**src/rtl/dvs_ravens_pkg.sv**
```systemverilog
// Shared constants and types for the DVS camera to RAVENS event path.
// Integrators override AFULL_LVL on dvs_param_event_fifo with EVENT_QUEUE_AFULL_LVL.
package dvs_ravens_pkg;

  localparam int EVENT_BITS            = 16;
  localparam int EVENT_QUEUE_DEPTH     = 16;
  localparam int EVENT_QUEUE_AFULL_LVL = EVENT_QUEUE_DEPTH - 2;

  typedef logic [EVENT_BITS-1:0] dvs_event_t;

endpackage

```
**src/rtl/dvs_fifo_regfile.sv**
```systemverilog
// Event storage for dvs_param_event_fifo: one synchronous write port and one
// asynchronous read port, so the FIFO head falls through with no read latency.
module dvs_fifo_regfile #(
  parameter int DATA_W = 16,
  parameter int DEPTH  = 16,
  localparam int ADDR_W = $clog2(DEPTH)
) (
  input  logic              clk,
  input  logic              we,
  input  logic [ADDR_W-1:0] waddr,
  input  logic [DATA_W-1:0] wdata,
  input  logic [ADDR_W-1:0] raddr,
  output logic [DATA_W-1:0] rdata
);

  logic [DATA_W-1:0] mem [DEPTH];

  always_ff @(posedge clk) begin
    if (we) begin
      mem[waddr] <= wdata;
    end
  end

  assign rdata = mem[raddr];

endmodule

```
**src/rtl/dvs_param_event_fifo.sv**
```systemverilog
// Full-capacity, count-tracked event FIFO with valid/ready on both sides.
// Define DVS_FIFO_DROP_COUNT_EN to build the saturating dropped-event counter.
module dvs_param_event_fifo
  import dvs_ravens_pkg::*;
#(
  parameter int DATA_W    = EVENT_BITS,
  parameter int DEPTH     = EVENT_QUEUE_DEPTH,
  parameter int AFULL_LVL = DEPTH - 2,
  parameter int DROP_W    = 16,
  localparam int PTR_W    = $clog2(DEPTH),
  localparam int CNT_W    = $clog2(DEPTH + 1)
) (
  input  logic              clk,
  input  logic              rst,
  input  logic              in_valid,
  input  logic [DATA_W-1:0] in_data,
  output logic              in_ready,
  output logic              out_valid,
  output logic [DATA_W-1:0] out_data,
  input  logic              out_ready,
  output logic [CNT_W-1:0]  count,
  output logic              empty,
  output logic              full,
  output logic              almost_full,
  output logic              overflow,
  output logic [DROP_W-1:0] drop_count
);

  logic [PTR_W-1:0] rd_ptr_reg, rd_ptr_next;
  logic [PTR_W-1:0] wr_ptr_reg, wr_ptr_next;
  logic [CNT_W-1:0] count_reg, count_next;
  logic             overflow_reg;
  logic             push, pop, drop;

  // Handshake qualifiers use only registered state, so a same-cycle pop
  // never makes room for a push into a full queue.
  assign empty       = (count_reg == '0);
  assign full        = (count_reg == CNT_W'(DEPTH));
  assign almost_full = (count_reg >= CNT_W'(AFULL_LVL));
  assign in_ready    = !full;
  assign out_valid   = !empty;
  assign count       = count_reg;
  assign overflow    = overflow_reg;

  assign push = in_valid && !full;
  assign pop  = out_ready && !empty;
  assign drop = in_valid && full;

  always_comb begin
    wr_ptr_next = wr_ptr_reg;
    rd_ptr_next = rd_ptr_reg;
    count_next  = count_reg;
    if (push) begin
      wr_ptr_next = (wr_ptr_reg == PTR_W'(DEPTH - 1)) ? '0 : wr_ptr_reg + PTR_W'(1);
    end
    if (pop) begin
      rd_ptr_next = (rd_ptr_reg == PTR_W'(DEPTH - 1)) ? '0 : rd_ptr_reg + PTR_W'(1);
    end
    case ({push, pop})
      2'b10:   count_next = count_reg + CNT_W'(1);
      2'b01:   count_next = count_reg - CNT_W'(1);
      default: count_next = count_reg;
    endcase
  end

  always_ff @(posedge clk) begin
    if (rst) begin
      rd_ptr_reg   <= '0;
      wr_ptr_reg   <= '0;
      count_reg    <= '0;
      overflow_reg <= 1'b0;
    end else begin
      rd_ptr_reg   <= rd_ptr_next;
      wr_ptr_reg   <= wr_ptr_next;
      count_reg    <= count_next;
      overflow_reg <= drop;
    end
  end

`ifdef DVS_FIFO_DROP_COUNT_EN
  logic [DROP_W-1:0] drop_count_reg;

  always_ff @(posedge clk) begin
    if (rst) begin
      drop_count_reg <= '0;
    end else if (drop && (drop_count_reg != {DROP_W{1'b1}})) begin
      drop_count_reg <= drop_count_reg + DROP_W'(1);
    end
  end

  assign drop_count = drop_count_reg;
`else
  assign drop_count = '0;
`endif

  dvs_fifo_regfile #(
    .DATA_W (DATA_W),
    .DEPTH  (DEPTH)
  ) u_regfile (
    .clk   (clk),
    .we    (push),
    .waddr (wr_ptr_reg),
    .wdata (in_data),
    .raddr (rd_ptr_reg),
    .rdata (out_data)
  );

endmodule

```
**config.mk**
```make
export PLATFORM = sky130hd
export DESIGN_NAME = dvs_param_event_fifo
export DESIGN_NICKNAME = d
export VERILOG_FILES = /design/src/rtl/dvs_ravens_pkg.sv /design/src/rtl/dvs_fifo_regfile.sv /design/src/rtl/dvs_param_event_fifo.sv
export SDC_FILE = /design/constraint.sdc
export NUM_CORES = 1
export LEC_CHECK = 0
export CORE_MARGIN = 2
export CORE_UTILIZATION = 45
export CTS_CLUSTER_DIAMETER = 120
export DETAILED_ROUTE_END_ITERATION = 6
export PLACE_DENSITY_LB_ADDON = 0.2
export SLEW_MARGIN = 30
export SYNTH_ARGS = -nofsm -noshare
export SYNTH_HDL_FRONTEND = slang
export SYNTH_SLANG_ARGS = --single-unit
export TNS_END_PERCENT = 100
```
**constraint.sdc**
```tcl
create_clock -name clk -period 3.04 [get_ports clk]
set_input_delay 0.608 -clock clk [delete_from_list [all_inputs] [get_ports clk]]
set_output_delay 0.608 -clock clk [all_outputs]
set_load 0.01 [all_outputs]
```
==> results of run 1 <==
==> worst max-delay path: stages, from the launching register on <==
cell and delay, ns:
dfxtp_4 0.38, buf_6 0.15, buf_12 0.14, mux4_2 0.48, a22oi_1 0.24, nand2_1 0.12
dlygate4sd2_1 0.30
==> power by group <==
part	switching, W	total, W	internal (W)
registers	0.0000977	0.00437	0.00427
clock network	0.00135	0.00328	0.00194
logic	0.00114	0.00246	0.00132
==> cell usage in the layout (no fill, tap or decap), types with 3 or more instances in the layout <==
| cell type | instances |
|---|---|
| nand2_1 | 29 |
| edfxtp_1 | 256 |
| dlygate4sd2_1 | 15 |
| o21ai_0 | 4 |
| nor3_2 | 5 |
| dfxtp_1 | 16 |
| ha_1 | 8 |
| a22oi_2 | 10 |
| a22oi_1 | 22 |
| clkbuf_16 | 29 |
| nand3_1 | 3 |
| inv_1 | 8 |
| nor2_1 | 12 |
| buf_12 | 8 |
| clkinv_2 | 8 |
| clkdlybuf4s50_1 | 30 |
| nor2_2 | 11 |
| mux4_2 | 64 |
| clkinv_1 | 3 |
| xor2_1 | 4 |
| clkbuf_1 | 8 |
| nand2b_1 | 4 |
| nand4_1 | 3 |
| a21oi_1 | 5 |
| conb_1 | 16 |
| buf_4 | 42 |
| mux2i_1 | 4 |
==> layer usage <==
| metal | up-vias | track usage (%) |
|---|---|---|
| li1 | 2407 | - |
| met1 | 2807 | 25.0 |
| met2 | 140 | 31.4 |
| met3 | 20 | 2.80 |
| met4 | 0 | 3.00 |
| met5 | - | 0 |
==> worst max-delay path by stage <==
stage / startpoint / end / slack (ns) / depth (start not counted)
detailed placement: in_valid / count[4]$_SDFFE_PP0P_ / 0.02 / 9
global placement: in_valid / count[4]$_SDFFE_PP0P_ / 0.12 / 9
global route: register / out_data[3] / -0.03 / 7
floorplan: count[1]$_SDFFE_PP0P_ / count[4]$_SDFFE_PP0P_ / 0.22 / 12
finish: register / out_data[15] / 0.09 / 6
CTS: register / out_data[13] / 0.02 / 7
==> timing repair <==
item,in CTS,in global routing
resized for setup,31,8
endpoints found under the setup margin,16,12
gates cloned,2,0
pin swaps,0,2
buffers inserted,5,1
==> metrics by stage <==
step,util [%],instance area [sq um]
after global routing,55.2,13000
after floorplan,-,10800
after CTS,55.2,12900
after global placement,50.6,11900
after detailed placement,50.6,11900
final,55.2,13000
==> cell type report <==
cell class                      count  area, sq um  share of cell area (%)
Clock buffer                       38          769                    5.94
Clock inverter                     14          119                   0.917
Inverter                            8         30.0                   0.232
Multi-Input combinational cell    234         2610                    20.1
Sequential cell                   274         8050                    62.1
Tap cell                          319          399                    3.08
Timing Repair Buffer              100          987                    7.62
==> kinds of logic (layout without fill, tap and decap cells) <==
group,count (synthesis),in the layout,share of synthesized area [%]
compound gates,53,53,3.74
xor+xnor,5,5,0.406
fa+ha+maj,9,9,1.04
buf+inv,54,160,2.70
flops,274,274,74.6
mux,68,68,13.7
other cells,1,16,0.0348
simple gates,83,83,3.70
==> impl_metrics.py, run 1 <==
metrics = {
    "run_status": {
        "status": "finished, final reports clean",
    },
    "cells_and_area": {
        "largest_reg_flops": 256,
        "nNetsFinal": 675,
        "area_growth_pct": 20.2,
        "drive_gt1_share_pct": 28.9,
        "fin_cells": 987,
        "fillers": 1786,
        "antenna_cells": 0,
    },
    "logic_synthesis": {
        "synthTopCellsByArea": "edfxtp_1, mux4_2, dfxtp_1",
        "postSynth.asyncResetShare_pct": 0,
        "ys_seq_elements": 274,
        "ys_seq_area_share_pct": 74.6,
        "syn-cell-area_sq_mm": 0.0108,
        "syn_area_per_cell_sq_um": 19.7,
        "synth_common_cells": "edfxtp_1, mux4_2, a22oi_1",
        "synth_edf_count": 256,
        "ys.flop_type": "edfxtp_1",
        "ys_types": 47,
        "synth_top_area_share_pct": 71.3,
        "synth_top_area_cell": "edfxtp_1",
        "ys.warnings.count": 0,
        "syn_inst": 547,
        "synth.most_common_cell": "edfxtp_1",
    },
    "job": {
        "cap_viol_max_count": 0,
    },
    "global_route": {
        "grt_pass1_vias": 5684,
        "grt_start_max_net_pins": 47,
        "grt_pass1_wl_um": 34700,
        "grt-ovfl-total": 0,
        "antenna_found_initial": 0,
        "grt_use_total_pct": 18.2,
    },
    "route": {
        "wl_per_cell_um": 23.0,
        "wl_met2_um": 11500,
        "wirelength_um": 22700,
        "first_pass_iters": 6,
        "via_count": 5374,
        "drt_iter0_markers": 422,
        "drc_errors": 0,
        "ant_nets": 0,
        "vias_per_cell": 5.44,
        "wl_met3_um": 1140,
        "wl_met1_um": 9730,
        "topRoutingLayerUsed": "met4",
    },
    "floorplanning": {
        "die_w_um": 159,
        "core_sq_mm": 0.0235,
        "rows": 56,
        "die-area_sq_mm": 0.0252,
        "ios": 63,
        "die_h_um": 159,
        "start_util_pct": 45.9,
    },
    "worst_hold_path": {
        "worstHoldPathType": "reg2reg",
        "whs_path_depth": 2,
        "min-delay-start": "rd_ptr_reg[3]$_SDFFE_PP0N_",
    },
    "timing": {
        "max_slew.worst_pin.slew_ns": 0.730,
        "postLayoutSetupSlackWorst_ns": 0.0901,
        "max_slew_margin_pct": 51.2,
        "slew_violations": 0,
        "hold_viol_final": 0,
        "finalSetupViolations": 0,
        "tns_ns": 0,
        "whs_ns": 0.526,
        "min_period_ns": 2.95,
        "fmax_mhz": 339,
        "fin_crit_sh_pct": 97.0,
        "clock_skew_ns": 0.0186,
        "rsz0062_at_grt": "yes",
    },
    "clock_network": {
        "holdBufCountCts": 0,
        "cts_buffer_depth": 3,
        "insertion_delay_ns": 0.53,
        "clock_tree.root_cell": "clkbuf_16",
        "cts_tree": "built",
        "cts_buffers": 28,
        "clk_pin_slew_ns": 0.06,
        "htreeDepth": 1,
        "cts.sinks": 274,
    },
    "setup_path": {
        "reg2reg_to": "count[4]$_SDFFE_PP0P_",
        "critPathKind": "reg2out",
        "r2r_slack_ns": 0.23,
        "start_kind": "register",
        "end_kind": "output pin",
        "cp_max_fo": 6,
        "required_ns": 2.43,
        "worstPathArrival_ns": 2.34,
        "r2r_start": "count[2]$_SDFFE_PP0P_",
        "r2r_cells": 9,
    },
    "power": {
        "ir_drop_uv": 459,
        "p_leak_nw": 4.28,
        "p_per_area_mw_per_mm2": 780,
        "power_w": 0.0101,
    },
    "placed_design": {
        "pre_cts_slack_ns": 0.0179,
        "gp_congestion": 0.728,
        "dp_hpwl_um": 13500,
        "numPortBuffers": 46,
        "place_inst": 928,
    },
}
No activity file was read; power rests on OpenSTA's default activity.
==> inputs of run 2 (changes only) <==
--- a/config.mk
+++ b/config.mk
@@ -5,7 +5,8 @@
 export SDC_FILE = /design/constraint.sdc
 export NUM_CORES = 1
 export LEC_CHECK = 0
-export CORE_MARGIN = 2
+export ABC_CLOCK_PERIOD_IN_PS = 3040
+export CORE_MARGIN = 1
 export CORE_UTILIZATION = 45
 export CTS_CLUSTER_DIAMETER = 120
 export DETAILED_ROUTE_END_ITERATION = 6
==> impl_metrics.py, run 2 (synthesis gave the netlist of run 1 again) <==
metrics = {
    "cells_and_area": {
        "largest_reg_flops": 256,
        "fin_cells": 993,
        "postLayoutCellArea_sq_mm": 0.0130,
        "nNetsFinal": 681,
        "final_cell_mix": "edfxtp_1, mux4_2, buf_4",
        "antenna_cells": 0,
        "layout_commonest_cell": "edfxtp_1",
        "drive_gt1_share_pct": 30.1,
        "area_growth_pct": 21.0,
    },
    "setup_path": {
        "end_kind": "output pin",
        "cp_max_fo": 5,
        "critPathKind": "reg2out",
        "start_kind": "register",
        "critPathMaxStageDelay_ns": 0.50,
        "worstPathArrival_ns": 2.37,
        "path_cells": "buf_12 > bufbuf_16 > mux4_2 > a22oi_1 > nand2_1 > dlygate4sd2_1",
        "r2r_start": "count[1]$_SDFFE_PP0P_",
        "crit_slowest_cell": "mux4_2",
        "required_ns": 2.43,
    },
    "clock_network": {
        "cts_buffers": 28,
        "clk_pin_slew_ns": 0.06,
        "htreeDepth": 1,
        "holdBufCountCts": 0,
        "cts.sinks": 274,
        "cts_tree": "built",
        "insertion_delay_ns": 0.53,
        "clock_tree.root_cell": "clkbuf_16",
        "cts_buffer_depth": 3,
    },
    "floorplanning": {
        "die_h_um": 157,
        "rows": 56,
        "die-area_sq_mm": 0.0246,
        "core_sq_mm": 0.0235,
        "die_w_um": 157,
        "start_util_pct": 45.9,
        "ios": 63,
    },
    "power": {
        "swShare_pct": 25.6,
        "p_leak_nw": 4.31,
        "ir_drop_uv": 378,
        "power_frac_clock_pct": 31.9,
        "p_int_w": 0.00763,
        "seq_power_share_pct": 42.7,
        "pwr-share-comb_pct": 25.4,
        "p_per_area_mw_per_mm2": 786,
        "p_sw_w": 0.00263,
    },
    "placed_design": {
        "dp_hpwl_um": 12900,
        "pre_cts_slack_ns": 0.116,
        "place_inst": 922,
        "post_dp_cell_area_sq_mm": 0.0118,
        "numPortBuffers": 46,
        "gp_congestion": 0.749,
    },
    "global_route": {
        "antenna_found_initial": 0,
        "grt-ovfl-total": 0,
        "grt_start_max_net_pins": 50,
        "grt_use_total_pct": 19.0,
        "grt_pass1_wl_um": 33700,
        "grt_pass1_vias": 5584,
    },
    "route": {
        "ant_nets": 0,
        "first_pass_iters": 5,
        "wirelength_um": 22300,
        "vias_per_cell": 5.43,
        "wl_per_cell_um": 22.4,
        "drt_iter0_markers": 336,
        "drc_errors": 0,
        "via_count": 5389,
    },
    "timing": {
        "fmax_mhz": 336,
        "rsz0062_at_grt": "yes",
        "hold_viol_final": 0,
        "finalSetupViolations": 0,
        "fin_crit_sh_pct": 98.0,
        "max_slew_margin_pct": 54.0,
        "max_slew.worst_pin.slew_ns": 0.688,
        "clock_skew_ns": 0.00622,
        "slew_violations": 0,
        "min_period_ns": 2.98,
        "postLayoutSetupSlackWorst_ns": 0.0599,
    },
    "worst_hold_path": {
        "worstHoldPathType": "reg2reg",
        "min-delay-start": "rd_ptr_reg[0]$_SDFFE_PP0N_",
    },
    "run_status": {
        "status": "finished, final reports clean",
    },
    "job": {
        "cap_viol_max_count": 0,
    },
}
run 2: cell type report:
type / count / area (sq um)
Multi-Input combinational cell: 234 / 2630
Inverter: 8 / 30.0
Clock inverter: 18 / 141
Clock buffer: 34 / 744
Sequential cell: 274 / 8050
Tap cell: 319 / 399
Timing Repair Buffer: 106 / 1050
Fill cell: 1807 / 10400
run 2: routing by layer:
layer	GRT usage, %	wire (um)
met1	25.4	9550
met2	32.6	11300
met3	2.82	1020
met4	5.09	458
met5	0	0
run 2: through the flow:
stage                     utilization (%)  setup TNS, ns  power (W)  hold slack (ns)
final                                55.6              0     0.0103            0.525
after global routing                 55.6        -0.0320     0.0107            0.546
after CTS                            55.1        -0.0142     0.0103            0.525
after detailed placement             50.4              0    0.00675            0.515
after global placement               50.4              0    0.00671            0.481
after floorplan                         -              0    0.00593            0.472
run 2: worst max-delay path: cells and delay by family (launching register included):
kind / cells / cell delay (ns)
AOI/OAI and AO/OA: 1 / 0.18
buffers and inverters: 3 / 0.68
DFF: 1 / 0.37
muxes: 1 / 0.50
and+or+nand+nor: 1 / 0.11
run 2: worst paths after layout:
kind,to,slack (ns),depth (start not counted)
max,out_data[0],0.06,6
min,register,0.52,2
max reg2reg,count[4]$_SDFFE_PP0P_,0.17,9
min reg2reg,register,0.52,2
run 2: power groups by stage:
stage | Combinational (W) | Sequential [W] | Clock (W)
floorplan | 0.00152 | 0.00441 | 0
detailed placement | 0.00224 | 0.00451 | 0
CTS | 0.00253 | 0.00438 | 0.00335
global placement | 0.00221 | 0.00450 | 0
finish | 0.00261 | 0.00438 | 0.00327
global route | 0.00281 | 0.00440 | 0.00348
run 2: timing repair:
action / in CTS / in global routing
resized for setup: 31 / 13
pin swaps: 2 / 5
endpoints found under the setup margin: 16 / 9
setup buffers: 10 / 7
gates cloned: 2 / 0
==> inputs of run 3 (changes only) <==
--- a/config.mk
+++ b/config.mk
@@ -9,6 +9,7 @@
 export CORE_MARGIN = 1
 export CORE_UTILIZATION = 45
 export CTS_CLUSTER_DIAMETER = 120
+export CTS_CLUSTER_SIZE = 25
 export DETAILED_ROUTE_END_ITERATION = 6
 export PLACE_DENSITY_LB_ADDON = 0.2
 export SLEW_MARGIN = 30
==> impl_metrics.py, run 3 (synthesis gave the netlist of run 1 again) <==
metrics = {
    "floorplanning": {
        "ios": 63,
        "die-area_sq_mm": 0.0246,
        "die_w_um": 157,
        "die_h_um": 157,
        "rows": 56,
        "start_util_pct": 45.9,
        "core_sq_mm": 0.0235,
    },
    "route": {
        "first_pass_iters": 4,
        "vias_per_cell": 5.50,
        "wirelength_um": 22000,
        "drt_iter0_markers": 347,
        "drc_errors": 0,
        "ant_nets": 0,
        "wl_per_cell_um": 22.9,
        "via_count": 5288,
    },
    "power": {
        "p_sw_w": 0.00235,
        "swShare_pct": 26.2,
        "power_frac_clock_pct": 22.4,
        "pwr-share-comb_pct": 28.8,
        "p_per_area_mw_per_mm2": 714,
        "p_int_w": 0.00662,
        "p_leak_nw": 4.06,
        "seq_power_share_pct": 48.8,
        "ir_drop_uv": 354,
    },
    "cells_and_area": {
        "area_growth_pct": 16.3,
        "register_area_sq_mm": 0.00805,
        "final_cell_mix": "edfxtp_1, mux4_2, buf_4",
        "largest_reg_flops": 256,
        "utilization_pct": 53.4,
        "postLayoutCellArea_sq_mm": 0.0125,
        "layout_commonest_cell": "edfxtp_1",
        "fin_cells": 961,
        "fillers": 1860,
        "multi_input_area_sq_mm": 0.00263,
        "drive_gt1_share_pct": 27.6,
        "nNetsFinal": 666,
        "antenna_cells": 0,
    },
    "setup_path": {
        "r2r_cells": 9,
        "r2r_start": "count[0]$_SDFFE_PP0P_",
        "end_kind": "output pin",
        "crit_slowest_cell": "mux4_2",
        "critPathMaxStageDelay_ns": 0.50,
        "cp_max_fo": 5,
        "worstPathArrival_ns": 2.34,
        "required_ns": 2.43,
        "start_kind": "register",
        "critPathKind": "reg2out",
        "reg2reg_to": "count[4]$_SDFFE_PP0P_",
        "path_cells": "buf_12 > bufbuf_16 > mux4_2 > a22oi_1 > nand2_1 > dlygate4sd2_1",
        "r2r_slack_ns": 0.17,
    },
    "placed_design": {
        "numPortBuffers": 46,
        "post_dp_cell_area_sq_mm": 0.0118,
        "place_inst": 922,
        "dp_hpwl_um": 12900,
        "gp_congestion": 0.749,
    },
    "timing": {
        "min_period_ns": 2.95,
        "slew_violations": 0,
        "clock_skew_ns": 0.0162,
        "fin_crit_sh_pct": 97.0,
        "fmax_mhz": 339,
        "finalSetupViolations": 0,
        "whs_ns": 0.530,
        "hold_viol_final": 0,
        "max_slew_margin_pct": 53.2,
        "max_slew.worst_pin.slew_ns": 0.700,
    },
    "global_route": {
        "grt_start_max_net_pins": 50,
        "antenna_found_initial": 0,
        "grt_use_total_pct": 18.6,
        "grt_pass1_vias": 5434,
        "grt-ovfl-total": 0,
        "grt_pass1_wl_um": 33200,
    },
    "job": {
        "cap_viol_max_count": 0,
    },
    "clock_network": {
        "cts_buffers": 14,
        "insertion_delay_ns": 0.48,
        "htreeDepth": 1,
        "cts_buffer_depth": 3,
        "clk_pin_slew_ns": 0.10,
        "cts.sinks": 274,
        "cts_tree": "built",
        "clock_tree.root_cell": "clkbuf_16",
    },
    "worst_hold_path": {
        "worstHoldPathType": "reg2reg",
        "min-delay-start": "rd_ptr_reg[0]$_SDFFE_PP0N_",
        "whs_path_depth": 2,
    },
    "run_status": {
        "status": "finished, final reports clean",
    },
}
run 3: cell count changes in the layout (fill, tap and decap cells not counted), sizes merged:
| cell | before | now |
|---|---|---|
| dlygate4sd2 | 14 | 16 |
| inv | 9 | 8 |
| bufinv | 2 | 0 |
| clkinvlp | 2 | 0 |
| clkbuf | 34 | 21 |
| buf | 59 | 58 |
| clkinv | 13 | 0 |
| clkdlybuf4s15 | 2 | 0 |
run 3: power by group through the flow:
stage	registers, W	clock network, W	logic, W
after global routing	0.00439	0.00218	0.00279
after CTS	0.00437	0.00206	0.00253
after detailed placement	0.00451	0	0.00224
after global placement	0.00450	0	0.00221
final	0.00437	0.00201	0.00258
after floorplan	0.00441	0	0.00152
run 3: what timing repair did:
action	in CTS	in global routing
pin swaps	2	2
resized for setup	31	7
endpoints found under the setup margin	16	6
gates cloned	2	0
buffers inserted	10	6
hold buffers	0	0
run 3: worst max-delay path by stage:
stage / endpoint / slack [ns] / depth (start not counted) / startpoint
6_report: out_data[5] / 0.09 / 6 / register
5_1_grt: out_data[7] / -0.02 / 7 / register
4_1_cts: out_data[11] / 0.007 / 7 / register
3_5_place_dp: count[4]$_SDFFE_PP0P_ / 0.12 / 10 / out_ready
3_3_place_gp: count[4]$_SDFFE_PP0P_ / 0.16 / 9 / in_valid
2_1_floorplan: count[4]$_SDFFE_PP0P_ / 0.22 / 12 / count[1]$_SDFFE_PP0P_
run 3: metrics by stage:
stage / TNS (ns) / worst slack [ns] / total power, W
after CTS: 0 / 0.00707 / 0.00897
after floorplan: 0 / 0.218 / 0.00593
after global placement: 0 / 0.158 / 0.00671
after global routing: -0.0243 / -0.0243 / 0.00936
final: 0 / 0.0906 / 0.00896
after detailed placement: 0 / 0.116 / 0.00675
run 3: critical path: cells and delay by family (launching register included):
family                 cells  cell delay [ns]
muxes                      1             0.50
and+or+nand+nor            1             0.10
DFF                        1             0.38
buffers and inverters      3             0.70
AOI/OAI and AO/OA          1             0.19
run 3: layer usage:
layer  share of wire [%]  global-route usage, %  vias up
li1                    -                      -     2355
met1                  42                   25.3     2766
met4                 1.1                   3.17        0
met2                  52                   32.4      149
met3                 5.1                   2.41       18
met5                   0                      0        -
run 3: cell type report:
cell class | instances | share of cell area, %
Clock buffer | 21 | 3.17
Inverter | 8 | 0.239
Multi-Input combinational cell | 234 | 20.9
Sequential cell | 274 | 64.2
Tap cell | 319 | 3.18
Timing Repair Buffer | 105 | 8.26
